==> src/rtl/ahb3lite_interconnect_master_port.sv <==
// Master-side port of the AHB3-Lite multi-layer switch.
// Decodes the master's address phase against a per-slave base/mask map, forwards
// it to the addressed slave port, holds it while that slave port has not granted
// this master, muxes the data-phase response back, and answers unmapped accesses
// with a two-cycle ERROR.
module ahb3lite_interconnect_master_port #(
    parameter int HADDR_SIZE = 32,
    parameter int HDATA_SIZE = 32,
    parameter int SLAVES     = 8
) (
    input  logic                  HRESETn,
    input  logic                  HCLK,

    input  logic                  HSEL,
    input  logic [HADDR_SIZE-1:0] HADDR,
    input  logic [HDATA_SIZE-1:0] HWDATA,
    output logic [HDATA_SIZE-1:0] HRDATA,
    input  logic                  HWRITE,
    input  logic [2:0]            HSIZE,
    input  logic [2:0]            HBURST,
    input  logic [3:0]            HPROT,
    input  logic [1:0]            HTRANS,
    input  logic                  HMASTLOCK,
    input  logic                  HREADY,
    output logic                  HREADYOUT,
    output logic                  HRESP,

    input  logic [HADDR_SIZE-1:0] slvHADDRbase [SLAVES],
    input  logic [HADDR_SIZE-1:0] slvHADDRmask [SLAVES],

    output logic [SLAVES-1:0]     slvHSEL,
    output logic [HADDR_SIZE-1:0] slvHADDR,
    output logic [HDATA_SIZE-1:0] slvHWDATA,
    output logic                  slvHWRITE,
    output logic [2:0]            slvHSIZE,
    output logic [2:0]            slvHBURST,
    output logic [3:0]            slvHPROT,
    output logic [1:0]            slvHTRANS,
    output logic                  slvHMASTLOCK,
    output logic                  slvHREADY,
    input  logic [HDATA_SIZE-1:0] slvHRDATA [SLAVES],
    input  logic [SLAVES-1:0]     slvHREADYOUT,
    input  logic [SLAVES-1:0]     slvHRESP,

    output logic [SLAVES-1:0]     can_switch,
    input  logic [SLAVES-1:0]     granted
);

    localparam int SLAVE_BITS = (SLAVES == 1) ? 1 : $clog2(SLAVES);

    localparam logic [2:0] NO_ACCESS  = 3'd0;
    localparam logic [2:0] ACCESS     = 3'd1;
    localparam logic [2:0] WAIT_GRANT = 3'd2;
    localparam logic [2:0] ERR1       = 3'd3;
    localparam logic [2:0] ERR2       = 3'd4;

    localparam logic [1:0] HTRANS_BUSY   = 2'b01;
    localparam logic [1:0] HTRANS_NONSEQ = 2'b10;
    localparam logic [1:0] HTRANS_SEQ    = 2'b11;

    logic [2:0]            state_q, state_d;
    logic [SLAVE_BITS-1:0] dp_q, dp_d;
    logic                  dp_vld_q, dp_vld_d;
    logic [SLAVE_BITS-1:0] lat_slv_q, lat_slv_d;
    logic                  lat_load;

    logic [HADDR_SIZE-1:0] lat_addr_q;
    logic                  lat_write_q;
    logic [2:0]            lat_size_q;
    logic [2:0]            lat_burst_q;
    logic [3:0]            lat_prot_q;
    logic                  lat_lock_q;

    logic                  hit;
    logic [SLAVE_BITS-1:0] hit_idx;
    logic                  accept;

    // Address decode: scan from the top so the lowest matching index wins
    always_comb begin
        hit     = 1'b0;
        hit_idx = '0;
        for (int s = SLAVES - 1; s >= 0; s--) begin
            if (HSEL && ((HADDR & slvHADDRmask[s]) == (slvHADDRbase[s] & slvHADDRmask[s]))) begin
                hit     = 1'b1;
                hit_idx = SLAVE_BITS'(s);
            end
        end
    end

    assign accept = HSEL & HREADY & HTRANS[1];

    // Next-state logic: transfer routing, grant wait and the two-cycle error
    always_comb begin
        state_d   = state_q;
        dp_d      = dp_q;
        dp_vld_d  = dp_vld_q;
        lat_slv_d = lat_slv_q;
        lat_load  = 1'b0;
        case (state_q)
            WAIT_GRANT: begin
                if (granted[lat_slv_q] && slvHREADYOUT[lat_slv_q]) begin
                    state_d  = ACCESS;
                    dp_d     = lat_slv_q;
                    dp_vld_d = 1'b1;
                end
            end
            ERR1: begin
                state_d = ERR2;
            end
            default: begin
                // NO_ACCESS, ACCESS and ERR2 all decode a fresh address phase
                if (HREADY) begin
                    if (accept) begin
                        if (!hit) begin
                            state_d  = ERR1;
                            dp_vld_d = 1'b0;
                        end else if (granted[hit_idx]) begin
                            state_d  = ACCESS;
                            dp_d     = hit_idx;
                            dp_vld_d = 1'b1;
                        end else begin
                            state_d   = WAIT_GRANT;
                            dp_vld_d  = 1'b0;
                            lat_slv_d = hit_idx;
                            lat_load  = 1'b1;
                        end
                    end else begin
                        state_d  = HSEL ? ACCESS : NO_ACCESS;
                        dp_vld_d = 1'b0;
                    end
                end
            end
        endcase
    end

    // Control registers: FSM state, data-phase slave and the held slave index
    always_ff @(posedge HCLK or negedge HRESETn) begin
        if (!HRESETn) begin
            state_q   <= NO_ACCESS;
            dp_q      <= '0;
            dp_vld_q  <= 1'b0;
            lat_slv_q <= '0;
        end else begin
            state_q   <= state_d;
            dp_q      <= dp_d;
            dp_vld_q  <= dp_vld_d;
            lat_slv_q <= lat_slv_d;
        end
    end

    // Held address-phase fields for a transfer still waiting on its grant
    always_ff @(posedge HCLK) begin
        if (lat_load) begin
            lat_addr_q  <= HADDR;
            lat_write_q <= HWRITE;
            lat_size_q  <= HSIZE;
            lat_burst_q <= HBURST;
            lat_prot_q  <= HPROT;
            lat_lock_q  <= HMASTLOCK;
        end
    end

    // Slave-side address phase: held copy while waiting, live master otherwise
    always_comb begin
        slvHSEL      = '0;
        slvHADDR     = HADDR;
        slvHWRITE    = HWRITE;
        slvHSIZE     = HSIZE;
        slvHBURST    = HBURST;
        slvHPROT     = HPROT;
        slvHTRANS    = HTRANS;
        slvHMASTLOCK = HMASTLOCK;
        if (state_q == WAIT_GRANT) begin
            slvHSEL[lat_slv_q] = 1'b1;
            slvHADDR           = lat_addr_q;
            slvHWRITE          = lat_write_q;
            slvHSIZE           = lat_size_q;
            slvHBURST          = lat_burst_q;
            slvHPROT           = lat_prot_q;
            slvHTRANS          = HTRANS_NONSEQ;
            slvHMASTLOCK       = lat_lock_q;
        end else if (hit) begin
            slvHSEL[hit_idx] = 1'b1;
        end
        // Requests drop immediately while reset is held, not at the next edge
        if (!HRESETn) begin
            slvHSEL = '0;
        end
    end

    // Master-side response: stall, error or the data-phase slave's answer
    always_comb begin
        HRDATA    = slvHRDATA[dp_q];
        HREADYOUT = 1'b1;
        HRESP     = 1'b0;
        case (state_q)
            WAIT_GRANT: begin
                HREADYOUT = 1'b0;
                HRESP     = 1'b0;
            end
            ERR1: begin
                HREADYOUT = 1'b0;
                HRESP     = 1'b1;
            end
            ERR2: begin
                HREADYOUT = 1'b1;
                HRESP     = 1'b1;
            end
            default: begin
                if (dp_vld_q) begin
                    HREADYOUT = slvHREADYOUT[dp_q];
                    HRESP     = slvHRESP[dp_q];
                end
            end
        endcase
    end

    assign slvHWDATA = HWDATA;
    assign slvHREADY = HREADYOUT;

    // Arbitration hints: never release mid-burst, while locked, or while waiting on that slave
    always_comb begin
        can_switch = '0;
        for (int s = 0; s < SLAVES; s++) begin
            can_switch[s] = ~HMASTLOCK
                          & ~((HTRANS == HTRANS_SEQ) | (HTRANS == HTRANS_BUSY))
                          & ~((state_q == WAIT_GRANT) & (lat_slv_q == SLAVE_BITS'(s)));
        end
    end

endmodule

==> config.mk <==
export PLATFORM = sky130hd
export DESIGN_NAME = ahb3lite_interconnect_master_port
export DESIGN_NICKNAME = d
export VERILOG_FILES = /design/src/rtl/ahb3lite_interconnect_master_port.sv
export SDC_FILE = /design/constraint.sdc
export NUM_CORES = 1
export LEC_CHECK = 0
export CORE_AREA = 3 3 395 397
export CTS_CLUSTER_DIAMETER = 40
export DETAILED_ROUTE_END_ITERATION = 8
export DIE_AREA = 0 0 398 400
export PLACE_DENSITY = 0.32
export SLEW_MARGIN = 40
export SYNTH_ARGS = -nofsm -noshare
export SYNTH_HDL_FRONTEND = slang
export SYNTH_SLANG_ARGS = --single-unit
==> constraint.sdc <==
create_clock -name HCLK -period 11.12 [get_ports HCLK]
set_clock_uncertainty 0.15 [all_clocks]
set_input_delay 2.78 -clock HCLK [delete_from_list [all_inputs] [get_ports HCLK]]
set_output_delay 2.78 -clock HCLK [all_outputs]
set_load 0.01 [all_outputs]
# Word-level counts from Yosys, hierarchy flattened
# Index checks and enable logic that the tools add are counted.
# W data, S select, Z words.
[totals] reg_bits=54 output_inout_bits=129
[classes] n_mux=71 eq_ne=21 bitwise=50 n_reduce_logical=23 n_lt_le_gt_ge=6
[op_table] operator="$and A32 B32 Y32" n=16
[op_table] operator="$eq A32 B32 Y1" n=8
[op_table] operator="$bmux W32 S3" n=1
[op_table] operator="$mux W32" n=3
[op_table] operator="$mux W3" n=18
[op_table] operator="$mux W1" n=30
[op_table] operator="$mux W8" n=3
[op_table] operator="$and A1 B1 Y1" n=19
[op_table] operator="$bmux W1 S3" n=5
[op_table] operator="$eq A3 B3 Y1 const B" n=5
[op_table] operator="$not A1 Y1" n=13
[op_table] operator="$eq A3 B2 Y1 const B" n=4
[op_table] operator="$lt A3 B4 Y1 const B" n=3
[op_table] operator="$pmux W3 S2" n=2
[op_table] operator="$logic_and A1 B1 Y1" n=11
[op_table] operator="$reduce_bool A2 Y1" n=4
[op_table] operator="$demux W1 S3" n=2
[op_table] operator="$ge A3 B1 Y1 const B" n=2
[op_table] operator="$mux W2" n=3
[op_table] operator="$pmux W1 S2" n=3
[op_table] operator="$reduce_and A6 Y1" n=1
[op_table] operator="$reduce_and A5 Y1" n=1
[op_table] operator="$ge A4 B4 Y1 const B" n=1
[op_table] operator="$mux W4" n=1
[op_table] operator="other kinds (11)" n=12

# Longest topological paths before layout
# Gate-level depths: netlist (run 1).
[depth] word_depth=18 depth_mapped=13 mapped_depth_nobuf=11

# Worst setup path before layout (run 1)
# No wires, ideal clock.
[synth_path] path_type="input -> output" from="in HADDR[8]" to="out slvHSEL[4]" stages=12 path_slack_ps=3295 arrival_ps=4895 n_path_buf=1 cell_sequence="buf_2 xor2_1 a22oi_1 nand4_1 or3_4 o211ai_1 a22oi_1 o21ai_1 a21boi_2 or2_2 nor3_1 o21a_1"
[synth_between] elab_chain_cells=18
[synth_rtl] item="from (decl)" line_no="15" text="input logic [HADDR_SIZE-1:0] HADDR,"
[synth_rtl] item="$and A32 B32 Y32" line_no="83" text="if (HSEL && ((HADDR & slvHADDRmask[s]) == (slvHADDRbase[s] & slvHADDRmask[s]))) begin"
[synth_rtl] item="$eq A32 B32 Y1" line_no="83"
[synth_rtl] item="$logic_and A1 B1 Y1" line_no="83"
[synth_rtl] item="$mux W3 (8 in a row)" line_no="83"
[synth_rtl] item="$lt A3 B4 Y1 (implied by the code) / $ge A3 B1 Y1 (equally long branches)" line_no="183" text="slvHSEL[hit_idx] = 1'b1;"
[synth_rtl] item="$logic_and A1 B1 Y1 (implied by the code)" line_no="183"
[synth_rtl] item="$mux W1 (implied by the code)" line_no="183"
[synth_rtl] item="$demux W1 S3" line_no="183"
[synth_rtl] item="$mux W8 (*)" line_no="182" text="end else if (hit) begin"
[synth_rtl] item="$mux W8 (*)" line_no="173" text="if (state_q == WAIT_GRANT) begin"
[synth_rtl] item="$mux W8 (*)" line_no="186" text="if (!HRESETn) begin"
[synth_rtl] item="to (decl)" line_no="31" text="output logic [SLAVES-1:0] slvHSEL,"
# Every way passes the cells marked *; elsewhere a longest branch is shown, timed or not.

# Worst setup path after layout (run 1)
[layout_path] from="in HADDR[13]" to="out slvHSEL[6]"
# Same word-level chain as after synthesis.

==> impl_metrics.tcl, run 1 <==
set metrics [dict create \
    crit_path_max_fanout 9 \
    antenna_found_initial 118 \
    gp_congestion 0.880 \
    worstSetupEndpoint "slvHSEL[6]" \
    multi_input_area_sq_um 6800 \
    hpwl_um 122000 \
    start_kind "input port" \
    slowest_stage "a22oi_1" \
    vias_per_cell 3.14 \
    final_hold_viol_count 0 \
    avgSynthCellArea_sq_um 9.42 \
    max_freq_mhz 96.3 \
    synth.largest_area_cell "xor2_1" \
    layout_commonest_cell "clkdlybuf4s50_1" \
    drt_iter0_drc 868 \
    ys.flop_type "edfxtp_1" \
    h-tree-depth 2 \
    cts_setup_buffers 0 \
    cp_cell_sequence "clkdlybuf4s50_1 > buf_4 > buf_4 > xor2_1 > a22oi_1 > nand3_1 > or3_4 > o211ai_1 > a22oi_1 > o21ai_1 > a21boi_2 > buf_4 > or2_2 > nor3_1 > o21a_1 > clkdlybuf4s50_1" \
    rr_worst_depth 5 \
    vias 12255 \
    io_pins 1003 \
    fin_nets 2726 \
    fin_crit_sh_pct 93.4 \
    drv_slew 0 \
    tritoncts "built" \
    cpPeakStageDelay_ps 590 \
    yosysWarnings 0 \
    rsz0062_at_grt "false" \
    crit_path_start "HADDR[13]" \
    seq_area_sq_um 1580 \
    die_w_um 398 \
    synth-seq-cells 54 \
    grt_first_pass_wirelength_um 159000 \
    leakage_uw 0.00731 \
    syn_nets 1832 \
    worstMarginPinSlew_ps 812 \
    port_buffers 938 \
    reg2reg_from "state_q[2]$_DFFE_PN0P_" \
    std_cell_rows 143 \
    peakVddDrop_uv 63.8 \
    max_cap_violations 0 \
    async_flop_share_pct 18.5 \
    cp.required_ps 8190 \
    cts_resized 0 \
    p_per_area_nw_per_um2 81.0 \
    syn_area_sq_um 9020 \
    synth_cells 958 \
    fill_cells 17420 \
    yosysUniqueCellTypes 59 \
    synth_top_area_share_pct 24.9 \
    grt-ovfl-total 0 \
    hold_path.class "reg -> reg" \
    die_h_um 400 \
    r2r_slack_ps 8150 \
    fin_crit_ps 10380 \
    die_area_sq_um 159000 \
    final_layout_size_suffix_gt1_share_pct 10.6 \
    layout_common_cells "clkdlybuf4s50_1 (928), xor2_1 (256), nand2_1 (149)" \
    grt_pass1_vias 12841 \
    syn2layout_area_growth_pct 131 \
    synth_area_leaders "xor2_1 (25%), mux4_2 (17%), edfxtp_1 (15%)" \
    grt_usage_pct 15.8 \
    first_pass_iters 5 \
    power_uw 1690 \
    antenna_left 0 \
    status "finished clean" \
    core_sq_um 152000 \
    crit_top_cell "buf_4" \
    drt_wl_total_um 132000 \
    max_slew_margin_pct 45.7 \
    cts_num_sinks 54 \
    postCtsHoldBufs 0 \
    wl_per_cell_um 33.8 \
    start_util_pct 5.93 \
    numCtsBuffers 5 \
    cts.clk_slew.worst_paths_ps 70 \
    arrival_ps 7450 \
    clockBufferDepth 2 \
    cp-end-kind "primary output" \
    worstReg2RegEnd "lat_addr_q[13]$_DFFE_PP_" \
    synth_edf_count 44 \
    route.detailed.drc 0 \
    setup_viol 0 \
    seq_area_frac_synth_pct 17.4 \
    grt_max_degree 65 \
    root_buffer "clkbuf_16" \
    finalSetupTns_ps 0 \
    setup.worst_path.class "in -> out" \
    insertion_delay_ps 360 \
]
==> report_power, final <==
group	total (uW)	switching (uW)	leakage [uW]	internal, uW
clock network	195	109	0.0000686	85.4
registers	247	21.7	0.000524	225
logic	1250	550	0.00672	701
total	1690	681	0.00731	1010
==> worst min-delay path by stage <==
stage,start,endpoint,slack (ps),cells past startpoint
after floorplan,state_q[1]$_DFFE_PN0P_,state_q[1]$_DFFE_PN0P_,330,2
after global placement,dp_q[2]$_DFFE_PN0P_,dp_q[2]$_DFFE_PN0P_,380,1
after detailed placement,dp_q[2]$_DFFE_PN0P_,dp_q[2]$_DFFE_PN0P_,380,1
after CTS,dp_q[2]$_DFFE_PN0P_,dp_q[2]$_DFFE_PN0P_,400,1
after global routing,dp_q[2]$_DFFE_PN0P_,dp_q[2]$_DFFE_PN0P_,430,1
final,dp_q[2]$_DFFE_PN0P_,dp_q[2]$_DFFE_PN0P_,400,1
==> cell type report <==
cell class	instances	area share, %
Multi-Input combinational cell	796	32.5
Clock buffer	7	0.635
Tap cell	2030	12.2
Inverter	7	0.126
Timing Repair Buffer	988	46.6
Clock inverter	1	0.0300
Sequential cell	54	7.57
Antenna cell	26	0.312
==> per-stage QoR <==
stage | worst slack, ps | cell area (sq um) | utilization (%) | cells | hold WS, ps
floorplan | 3300 | 9020 | - | 958 | 335
global placement | 150 | 20700 | 13.6 | 3875 | 376
detailed placement | 678 | 20700 | 13.6 | 3875 | 383
CTS | 669 | 20800 | 13.7 | 3883 | 401
global route | 609 | 20800 | 13.7 | 3888 | 426
finish | 737 | 20900 | 13.7 | 3909 | 395
==> registers in the layout (all words and copies together), names as in the netlist <==
name         flops
lat_size_q       3
dp_vld_q         1
state_q          3
lat_lock_q       1
lat_write_q      1
lat_slv_q        3
lat_addr_q      32
lat_prot_q       4
dp_q             3
lat_burst_q      3
==> kinds of logic (layout without fill, tap and decap cells) <==
family | count (synthesis) | after routing | synth area share (%)
AND/OR/NAND/NOR | 258 | 258 | 13.1
AO/OA/AOI/OAI | 175 | 175 | 15.1
flip-flops | 54 | 54 | 17.4
XOR/XNOR | 256 | 256 | 24.9
buffers and inverters | 108 | 1003 | 7.50
other | 0 | 26 | 0
multiplexers | 107 | 107 | 22.1
==> synth_stat cells (2+ instances only) <==
cell / n
nand2_1: 149
or3_1: 2
a221oi_1: 15
nand2b_1: 8
o21ai_0: 11
clkbuf_8: 2
buf_2: 9
and3_2: 3
and2_1: 3
a22o_1: 15
inv_1: 6
o211a_1: 2
xor2_1: 256
nor3_1: 22
nor4_1: 2
mux2_2: 33
edfxtp_1: 44
a22oi_1: 87
nand4_1: 19
and3_1: 5
nor2b_1: 2
nor2_1: 18
o21a_1: 8
buf_4: 48
o21bai_2: 2
buf_6: 8
mux4_2: 69
clkbuf_1: 27
nand3_1: 15
a21oi_1: 12
a222oi_1: 8
mux2_4: 3
dfrtp_1: 10
or2_2: 2
a21boi_0: 3
buf_1: 7
==> per-layer routing <==
| metal | track usage [%] | up-vias | wire length [um] |
|---|---|---|---|
| li1 | - | 5338 | - |
| met1 | 18.2 | 5929 | 52000 |
| met2 | 27.8 | 720 | 65400 |
| met3 | 6.59 | 188 | 12500 |
| met4 | 1.99 | 80 | 1880 |
| met5 | 0 | - | 540 |
==> worst max-delay path: cells and delay by family <==
kind	cells	cell delay, ps
XOR/XNOR	1	200
buffers and inverters	5	1690
AND/OR/NAND/NOR	4	1090
AO/OA/AOI/OAI	6	1630
Note: power is estimated with default switching activity, not from simulation.
==> inputs of run 2 (changes only) <==
--- a/config.mk
+++ b/config.mk
@@ -9,7 +9,9 @@
 export CTS_CLUSTER_DIAMETER = 40
 export DETAILED_ROUTE_END_ITERATION = 8
 export DIE_AREA = 0 0 398 400
+export GPL_TIMING_DRIVEN = 0
 export PLACE_DENSITY = 0.32
+export SKIP_CTS_REPAIR_TIMING = 1
 export SLEW_MARGIN = 40
 export SYNTH_ARGS = -nofsm -noshare
 export SYNTH_HDL_FRONTEND = slang
==> impl_metrics.tcl, run 2 (synthesis results as in run 1) <==
set metrics [dict create \
    vias_per_cell 3.09 \
    drt_iter0_drc 634 \
    peakVddDrop_uv 55.1 \
    vias 12402 \
    clockBufferDepth 2 \
    setup.worst_path.class "in -> out" \
    cts.clk_slew.worst_paths_ps 70 \
    start_kind "input port" \
    layout_commonest_cell "clkdlybuf4s50_1" \
    start_util_pct 5.93 \
    hpwl_um 117000 \
    leakage_uw 0.00762 \
    p_per_area_nw_per_um2 80.6 \
    fin_crit_sh_pct 96.8 \
    insertion_delay_ps 330 \
    die_h_um 400 \
    antenna_left 0 \
    syn2layout_area_growth_pct 140 \
    grt_max_degree 26 \
    fin_crit_ps 10760 \
    cp.required_ps 8190 \
    intPower_uw 1040 \
    io_pins 1003 \
    fin_nets 2813 \
    final_util_pct 14.2 \
    multi_input_area_sq_um 6820 \
    status "finished clean" \
    grt-ovfl-total 0 \
    die_w_um 398 \
    cp-end-kind "primary output" \
    port_buffers 970 \
    fill_cells 17320 \
    drv_slew 0 \
    p_switching_uw 709 \
    core_sq_um 152000 \
    regMostFlops "lat_addr_q" \
    setup_viol 0 \
    final_hold_viol_count 0 \
    die_area_sq_um 159000 \
    p_sw_share_pct 40.6 \
    hold_path.class "reg -> reg" \
    grt_usage_pct 15.3 \
    seq_area_sq_um 1570 \
    max_cap_violations 0 \
    max_freq_mhz 92.9 \
    layout_common_cells "clkdlybuf4s50_1 (969), xor2_1 (254), nand2_1 (149)" \
    largest_register_ffs 32 \
    first_pass_iters 7 \
    rsz0062_at_grt "false" \
    worstMarginPinSlew_ps 869 \
    grt_first_pass_wirelength_um 153000 \
    power_uw 1750 \
    crit_path_max_fanout 9 \
    grt_pass1_vias 12993 \
    antenna_found_initial 146 \
    arrival_ps 7830 \
    drt_wl_total_um 128000 \
    h-tree-depth 2 \
    seqPwrFrac_pct 12.9 \
    tritoncts "built" \
    gp_congestion 0.846 \
    cts_num_sinks 54 \
    route.detailed.drc 0 \
    power_frac_clock_pct 10.9 \
    wl_per_cell_um 32.0 \
    dp_slack_ps -28.2 \
    root_buffer "clkbuf_16" \
    reg_top3 "lat_addr_q (32), lat_prot_q (4)" \
    numCtsBuffers 5 \
    std_cell_rows 143 \
    final_layout_size_suffix_gt1_share_pct 11.3 \
    combPwrFrac_pct 76.2 \
    setup_ws_ps 356 \
    max_slew_margin_pct 42.1 \
]
==> run 2: changes by cell type in the layout (fill, tap and decap cells not counted), moves of 3 or more <==
cell             before  now
clkbuf_2              0    7
buf_6                 2    9
buf_4                47   50
dfrtp_1               7   10
clkdlybuf4s50_1     928  969
diode_2              26   47
buf_1                 0    3
clkbuf_1              2   20
buf_2                10   13
==> run 2: final timing paths <==
| check | from | to | slack [ps] | cells after the start |
|---|---|---|---|---|
| worst max-delay path | HADDR[23] | slvHSEL[7] | 360 | 13 |
| worst min-delay path | dp_vld_q$_DFFE_PN0P_ | dp_vld_q$_DFFE_PN0P_ | 390 | 1 |
| worst max register to register | lat_slv_q[1]$_DFFE_PN0P_ | dp_q[2]$_DFFE_PN0P_ | 8650 | 6 |
| worst min register to register | dp_vld_q$_DFFE_PN0P_ | dp_vld_q$_DFFE_PN0P_ | 390 | 1 |
| max in group asynchronous | HRESETn | dp_q[0]$_DFFE_PN0P_ | 7720 | 1 |
| min in group asynchronous | HRESETn | state_q[2]$_DFFE_PN0P_ | 2690 | 1 |
==> run 2: metal layers <==
metal | up-vias | global-route usage [%] | wire, um
met5 | - | 0 | 531
met4 | 76 | 3.36 | 2670
met3 | 205 | 7.65 | 13800
met2 | 731 | 26.4 | 62900
met1 | 5853 | 16.7 | 48600
li1 | 5537 | - | -
==> run 2: power groups by stage <==
stage,sequential (uW),clock (uW),combinational (uW)
floorplan,229,0,548
finish,225,190,1330
detailed placement,230,0,1370
global route,226,213,1410
CTS,225,211,1370
global placement,230,0,1370
==> run 2: final cells by class <==
class	count	share of cell area, %
Clock inverter	3	0.0751
Buffer	101	3.08
Clock buffer	5	0.578
Antenna cell	47	0.543
Inverter	7	0.121
Tap cell	2030	11.7
Sequential cell	54	7.26
Multi-Input combinational cell	796	31.5
Timing Repair Buffer	974	45.1
==> run 2: through the flow <==
stage                     cell area [sq um]  hold WS [ps]  std cells  setup TNS [ps]
after global placement                21300           373       3958           -50.9
after CTS                             21500           394       3969           -70.2
after detailed placement              21400           376       3961           -47.4
final                                 21700           389       4017               0
after global routing                  21600           406       3979               0
after floorplan                        9020           335        958               0
==> run 2: critical path, stage by stage <==
cell,delay [ps]
clkdlybuf4s50_1,480
buf_2,570
xor2_1,330
a22oi_1,680
nand4_1,210
nor3_1,580
and2_1,210
o21ai_1,90
a21boi_2,490
nand2_1,210
nor3_1,220
o21a_1,250
clkdlybuf4s50_1,700
